### src/rtl/ro_puf_sequencer.sv
// Sequences one RO-PUF response: per challenge bit, steer both RO muxes,
// reset and race the two post-mux counters, and record which one won.
module ro_puf_sequencer #(
  parameter int unsigned N_BITS      = 8,
  parameter int unsigned SEL_W       = 4,
  parameter int unsigned CNT_W       = 22,
  parameter int unsigned SETTLE_CYC  = 4,
  parameter int unsigned TIMEOUT_CYC = 2**24
) (
  input  logic                      clk,
  input  logic                      reset_n,
  input  logic                      start,
  input  logic [N_BITS*2*SEL_W-1:0] challenge,
  output logic [SEL_W-1:0]          mux_sel_a,
  output logic [SEL_W-1:0]          mux_sel_b,
  output logic                      cnt_reset,
  output logic                      cnt_enable,
  input  logic [CNT_W-1:0]          cnt_a,
  input  logic [CNT_W-1:0]          cnt_b,
  input  logic                      fin_a,
  input  logic                      fin_b,
  output logic                      busy,
  output logic                      done,
  output logic [N_BITS-1:0]         response,
  output logic                      timeout
);

  localparam int unsigned IdxW   = (N_BITS > 1) ? $clog2(N_BITS) : 1;
  localparam int unsigned CycMax = (TIMEOUT_CYC > SETTLE_CYC) ? TIMEOUT_CYC : SETTLE_CYC;
  localparam int unsigned CycW   = $clog2(CycMax + 1);
  localparam int unsigned ChW    = N_BITS * 2 * SEL_W;

  localparam logic [IdxW-1:0] LastIdx     = IdxW'(N_BITS - 1);
  localparam logic [CycW-1:0] SettleLast  = CycW'(SETTLE_CYC - 1);
  localparam logic [CycW-1:0] TimeoutLast = CycW'(TIMEOUT_CYC - 1);

  typedef enum logic [2:0] {
    StIdle, StLoad, StSettle, StCount, StStop, StCompare, StDone
  } state_e;

  state_e            state_q, state_d;
  logic [IdxW-1:0]   idx_q, idx_d;
  logic [CycW-1:0]   cyc_q, cyc_d;
  logic [ChW-1:0]    chal_q, chal_d;
  logic [CNT_W-1:0]  snap_a_q, snap_a_d;
  logic [CNT_W-1:0]  snap_b_q, snap_b_d;
  logic [N_BITS-1:0] resp_q, resp_d;
  logic              timeout_q, timeout_d;

  always_ff @(posedge clk) begin
    if (!reset_n) begin
      state_q   <= StIdle;
      idx_q     <= '0;
      cyc_q     <= '0;
      chal_q    <= '0;
      snap_a_q  <= '0;
      snap_b_q  <= '0;
      resp_q    <= '0;
      timeout_q <= 1'b0;
    end else begin
      state_q   <= state_d;
      idx_q     <= idx_d;
      cyc_q     <= cyc_d;
      chal_q    <= chal_d;
      snap_a_q  <= snap_a_d;
      snap_b_q  <= snap_b_d;
      resp_q    <= resp_d;
      timeout_q <= timeout_d;
    end
  end

  always_comb begin
    state_d    = state_q;
    idx_d      = idx_q;
    cyc_d      = cyc_q;
    chal_d     = chal_q;
    snap_a_d   = snap_a_q;
    snap_b_d   = snap_b_q;
    resp_d     = resp_q;
    timeout_d  = timeout_q;
    cnt_reset  = 1'b0;
    cnt_enable = 1'b0;
    busy       = 1'b1;
    done       = 1'b0;
    unique case (state_q)
      StIdle: begin
        busy      = 1'b0;
        cnt_reset = 1'b1;
        if (start) begin
          state_d   = StLoad;
          chal_d    = challenge;
          idx_d     = '0;
          resp_d    = '0;
          timeout_d = 1'b0;
        end
      end
      StLoad: begin
        cnt_reset = 1'b1;
        cyc_d     = '0;
        state_d   = StSettle;
      end
      StSettle: begin
        if (cyc_q == SettleLast) begin
          cyc_d   = '0;
          state_d = StCount;
        end else begin
          cyc_d = cyc_q + 1'b1;
        end
      end
      StCount: begin
        cnt_enable = 1'b1;
        if (fin_a || fin_b) begin
          snap_a_d = cnt_a;
          snap_b_d = cnt_b;
          state_d  = StStop;
        end else if (cyc_q == TimeoutLast) begin
          // Zeroed snapshots make the compare yield a 0 bit for an aborted race.
          snap_a_d  = '0;
          snap_b_d  = '0;
          timeout_d = 1'b1;
          state_d   = StCompare;
        end else begin
          cyc_d = cyc_q + 1'b1;
        end
      end
      StStop: state_d = StCompare;
      StCompare: begin
        resp_d[idx_q] = (snap_a_q > snap_b_q);
        if (idx_q == LastIdx) begin
          state_d = StDone;
        end else begin
          idx_d   = idx_q + 1'b1;
          state_d = StLoad;
        end
      end
      StDone: begin
        busy      = 1'b0;
        done      = 1'b1;
        cnt_reset = 1'b1;
        state_d   = StIdle;
      end
      default: state_d = StIdle;
    endcase
  end

  // Selects are only driven while a bit is in flight, so they never move under enable.
  logic        sel_active;
  int unsigned sel_base;

  always_comb begin
    sel_active = (state_q inside {StLoad, StSettle, StCount, StStop, StCompare});
    sel_base   = 32'(idx_q) * 2 * SEL_W;
    mux_sel_a  = '0;
    mux_sel_b  = '0;
    if (sel_active) begin
      mux_sel_a = chal_q[sel_base +: SEL_W];
      mux_sel_b = chal_q[sel_base + SEL_W +: SEL_W];
    end
  end

  assign response = resp_q;
  assign timeout  = timeout_q;

endmodule

### config.mk
export PLATFORM = sky130hd
export DESIGN_NAME = ro_puf_sequencer
export DESIGN_NICKNAME = d
export VERILOG_FILES = /design/src/rtl/ro_puf_sequencer.sv
export SDC_FILE = /design/constraint.sdc
export NUM_CORES = 1
export LEC_CHECK = 0
export BUFFER_PORTS_ARGS = -buffer_cell sky130_fd_sc_hd__buf_2
export CORE_MARGIN = 4
export CORE_UTILIZATION = 59
export DETAILED_ROUTE_END_ITERATION = 6
export GPL_ROUTABILITY_DRIVEN = 0
export GPL_TIMING_DRIVEN = 1
export PLACE_DENSITY = 0.85
export SYNTH_ARGS = -nofsm -noshare
export SYNTH_HDL_FRONTEND = slang
export SYNTH_SLANG_ARGS = --single-unit
### constraint.sdc
create_clock -name clk -period 3.45 [get_ports clk]
set_input_delay 0.345 -clock clk [delete_from_list [all_inputs] [get_ports clk]]
set_output_delay 0.345 -clock clk [all_outputs]
set_load 0.05 [all_outputs]
# Yosys cells after proc, flatten, opt, wreduce, memory -nomap -nowiden
# Index checks and enable logic that the tools add are counted.
[totals]
regBits = 148
[op_classes]
n_lt_le_gt_ge = 3
eq_ne = 16
muxes = 31
n_shift = 2
add_sub_neg = 3
reduce_logical = 17
[op_table]
columns = ["operator", "n"]
rows = [
  ["25-bit two-way mux", 3],
  ["25-bit one-hot mux with 3 select lines", 1],
  ["22-bit two-way mux", 3],
  ["64-bit by 7-bit variable part select with 4-bit output", 1],
  ["64-bit by 8-bit variable part select with 4-bit output", 1],
  ["25-bit by 1-bit adder with 25-bit output, second input constant", 1],
  ["25-bit by 2-bit == test with 1-bit output, second input constant", 1],
  ["25-bit by 24-bit == test with 1-bit output, second input constant", 1],
  ["22-bit > comparator", 1],
  ["3-bit two-way mux", 7],
  ["3-bit one-hot mux with 6 select lines", 1],
  ["8-bit one-hot mux with 2 select lines", 1],
  ["3-bit == test, second input constant", 4],
  ["2-bit inequality test, second input constant", 6],
  ["3-bit AND reduction", 3],
  ["8-bit bitwise mux", 1],
  ["1-bit two-way mux", 8],
  ["4-bit two-way mux", 2],
  ["8-bit two-way mux", 1],
  ["6-bit by 3-bit adder with 7-bit output, second input constant", 1],
  ["3-bit by 2-bit == test with 1-bit output, second input constant", 2],
  ["3-bit one-hot mux with 2 select lines", 1],
  ["2-bit AND reduction", 3],
  ["2-bit nonzero test", 3],
  ["other kinds (15)", 15],
]

# Logic depth before layout (Yosys ltp)
[depth]
ltp_word = 6
mapped_depth = 8
ltp_nobuf = 7

# Worst setup path before layout
# OpenSTA, ideal clock, no wires.
[synth_path]
path_kind = "register to output"
start = "register idx_q[0]"
end = "output port mux_sel_b[0]"
path_stages_with_launch = 6
slack_ns = 0.430
n_path_buf = 2
arrival_time_ns = 2.675
path_cell_list = "dfxtp_1 clkbuf_1 or3b_2 clkbuf_1 o221ai_1 nor4_1"
[synth_via]
elab_chain_cells = 3
[synth_rtl]
columns = ["item", "line_no", "text"]
rows = [
  ["from (decl)", "42", "logic [IdxW-1:0] idx_q, idx_d;"],
  ["from (signal assigned)", "62", "idx_q <= idx_d;"],
  ["6-bit by 3-bit adder with 7-bit output", "157", "mux_sel_b = chal_q[sel_base + SEL_W +: SEL_W];"],
  ["64-bit by 8-bit variable part select with 4-bit output", "157", ""],
  ["4-bit two-way mux", "155", "if (sel_active) begin"],
  ["to (decl)", "15", "output logic [SEL_W-1:0] mux_sel_b,"],
]
# Every way passes these cells.

# Final worst setup path
[layout_path]
start = "register cyc_q[0]"
end = "register cyc_q[14]"
[layout_via]
elab_chain_cells = 4
word_cells_on_any_way = 9
[layout_rtl]
columns = ["item", "line_no", "text"]
rows = [
  ["from (decl)", "43", "logic [CycW-1:0] cyc_q, cyc_d;"],
  ["from (signal assigned)", "63", "cyc_q <= cyc_d;"],
  ["25-bit by 1-bit adder with 25-bit output", "107, 123", ""],
  ["25-bit two-way mux", "116", "end else if (cyc_q == TimeoutLast) begin"],
  ["25-bit two-way mux", "112", "if (fin_a || fin_b) begin"],
  ["25-bit one-hot mux with 3 select lines", "85", "unique case (state_q)"],
]
# Parallel ways exist; a longest one is shown, timed or not. The select of a mux whose other input is x is not followed.
# A chain may end at the register's enable or synchronous reset.

==> metrics.cfg <==
[yosys]
ys_ff_latch = 148
yosys.area_share.adder_pct = 4.69
synth_top_family_by_area = compound AO/OA/AOI/OAI gates
synth_flop_cell = dfxtp_1
synthMuxAreaShare_pct = 0
synthArstFlopShare_pct = 0
synth_xor_area_share_pct = 0.131
syn-num-nets = 940
syn_inst = 802
yosysUniqueCellTypes = 57
yosys.area.top_type = dfxtp_1
synth-compound-area-share_pct = 23.9
synth_area_um2 = 6670
yosysTopAreaCellShare_pct = 44.4
synth.avg_cell_area_um2 = 8.32
yosysWarningCount = 0
synth_area_leaders = dfxtp_1 44%, nand2_1 9.1%, a21oi_1 6.5%, a22o_1 5.8%, ha_1 4.7%
synth-simple-area-share_pct = 21.4
seq_area_frac_synth_pct = 44.4
synth_edf_count = 0

[floorplan]
num_rows = 38
die_h_um = 114
die_w_um = 114
initial_core_util_pct = 61.0
die_area_um2 = 13100
coreArea_um2 = 10900
io_pins = 134

[clock_network]
cts_tree = yes
cts_sinks = 148
post_cts_resized = 0
cts.path.max_buffers = 2
htreeDepth = 4
clkTransAtPathRegs_ns = 0.06
post_cts_buffers = 0
clockRootBuffer = clkbuf_16
insertion_delay_ns = 0.42
cts_buffers = 17
holdBufCountCts = 0

[sta]
timing.final.crit_share_pct = 82.1
slew_viol_final = 0
setup_tns_ns = 0
finalSetupViolations = 0
rsz0062_at_grt = no
skew_ns = 0.00678
tightest_slew_ns = 1.15
max_slew_margin_pct = 23.1
fmax_ghz = 0.353
finalHoldViolCount = 0
layout_min_cycle_time_ns = 2.83

[placement]
io_buffers = 133
dp_hpwl_mm = 12.6

[worst_hold_path]
min_path_type = input pin to flip-flop
hp-start = cnt_b[9]

[outcome]
status = finished, final reports clean

[global_route]
grt_first_pass_wirelength_mm = 29.9
antenna_found_initial = 0
overflow = 0
grtUsageTotal_pct = 28.3
grt_pass1_vias = 6371
grt_max_degree = 72

[finish]
nets = 1043
multiInputGateArea_um2 = 3370
syn_to_final_growth_pct = 20.9
diodes = 0
final_cell_mix = 162 x nand2_1, 148 x dfxtp_1, 133 x buf_2
utilization_pct = 73.8
layout-drive-gt1-share_pct = 20.4
seq_area_um2 = 2960
fill_cells = 793
layout_commonest_cell = nand2_1

[drt]
drtAntennaViolNets = 0
vias_per_cell = 6.27
routed_wl_mm = 18.4
route.detailed.drc = 0
wire_per_inst_um = 17.4
route.vias.total = 6629
first_pass_iters = 5
drt_iter0_drc = 712

[worst_setup_path]
worstPathMaxFanout = 17
crit_type = flip-flop to flip-flop
critPathLaunch = cyc_q[0]
crit_path_start_kind = flip-flop
arrival_ns = 3.12
crit_path_end_kind = flip-flop
critPathRequiredTime_ns = 3.74
r2r-start = cyc_q[0]

[run]
drv_cap = 0

[power_and_ir_drop]
ir_worst_vdd_mv = 0.448
finalPower_mw = 4.56
p_per_area_nw_per_um2 = 566
power.leakage_nw = 3.18

-- worst max-delay path, cell delays in order, from the launching register on --
cell and delay (ns):
dfxtp_1 0.40, ha_1 0.26, nand3_1 0.19, or4b_4 0.67, o21ai_2 0.58, nand2b_1 0.44
o211ai_1 0.16
-- per-layer routing --
metal | vias up | share of wire [%] | GRT usage [%]
met2 | 302 | 49 | 46.5
met4 | 0 | 2.7 | 12.1
met1 | 3157 | 41 | 36.2
met5 | - | 0 | 0
met3 | 43 | 7.5 | 5.60
li1 | 3127 | - | -
-- power breakdown --
part / total, mW / switching, mW / internal [mW]
Clock: 2.18 / 0.742 / 1.44
Sequential: 1.84 / 0.0547 / 1.79
Combinational: 0.541 / 0.359 / 0.182
-- cells by family after synthesis --
group	after synthesis
flops	148
xor+xnor	1
fa+ha+maj	25
buf+inv	92
compound gates	238
simple gates	298
-- through the flow --
step	cell area [µm²]	hold slack, ns	setup slack (ns)	std cells
CTS	8070	0.127	0.650	1058
global route	8070	0.129	0.415	1058
detailed placement	7370	0.448	0.702	1026
finish	8070	0.140	0.618	1058
global placement	7370	0.442	0.851	1026
floorplan	6670	0.436	0.430	802
-- flip-flops by register name, summed over array words and instances, names as in the netlist --
signal,cells
chal_q,64
cyc_q,25
idx_q,3
response,8
snap_a_q,22
snap_b_q,22
state_q,3
timeout,1
-- cells in the mapped netlist, drive strengths merged (2+ instances only) --
| master | instances |
|---|---|
| nand3 | 25 |
| or4 | 20 |
| nand2b | 4 |
| ha | 25 |
| a21oi | 86 |
| or3b | 2 |
| dfxtp | 148 |
| nor3b | 2 |
| o21ai | 13 |
| clkbuf | 41 |
| nand3b | 3 |
| nor3 | 9 |
| a31oi | 10 |
| or2 | 4 |
| o22ai | 24 |
| nor4 | 7 |
| and3 | 5 |
| o2111ai | 3 |
| inv | 37 |
| buf | 13 |
| a22o | 44 |
| or3 | 9 |
| o211ai | 13 |
| nor2 | 22 |
| and4 | 5 |
| o221ai | 7 |
| nor2b | 2 |
| o41ai | 3 |
| o21bai | 2 |
| nand4 | 14 |
| nand2 | 162 |
| a21o | 3 |
| a31o | 2 |
| o31ai | 16 |
| a32oi | 3 |
-- final cells by class --
cell class	count	area share [%]
tap	140	2.17
clock buffer	17	5.27
sequential	148	36.7
multi-input combinational	562	41.8
inverter	38	1.77
clock inverter	15	3.43
timing repair buffer	138	8.87
-- worst paths after layout --
check                                   end  slack, ns  depth (start not counted)
worst min-delay path            snap_b_q[9]       0.14                          2
worst max register to register    cyc_q[14]       0.62                          6
worst min register to register   chal_q[38]       0.45                          2
worst max-delay path              cyc_q[14]       0.62                          6
(Power assumes the default switching activity.)
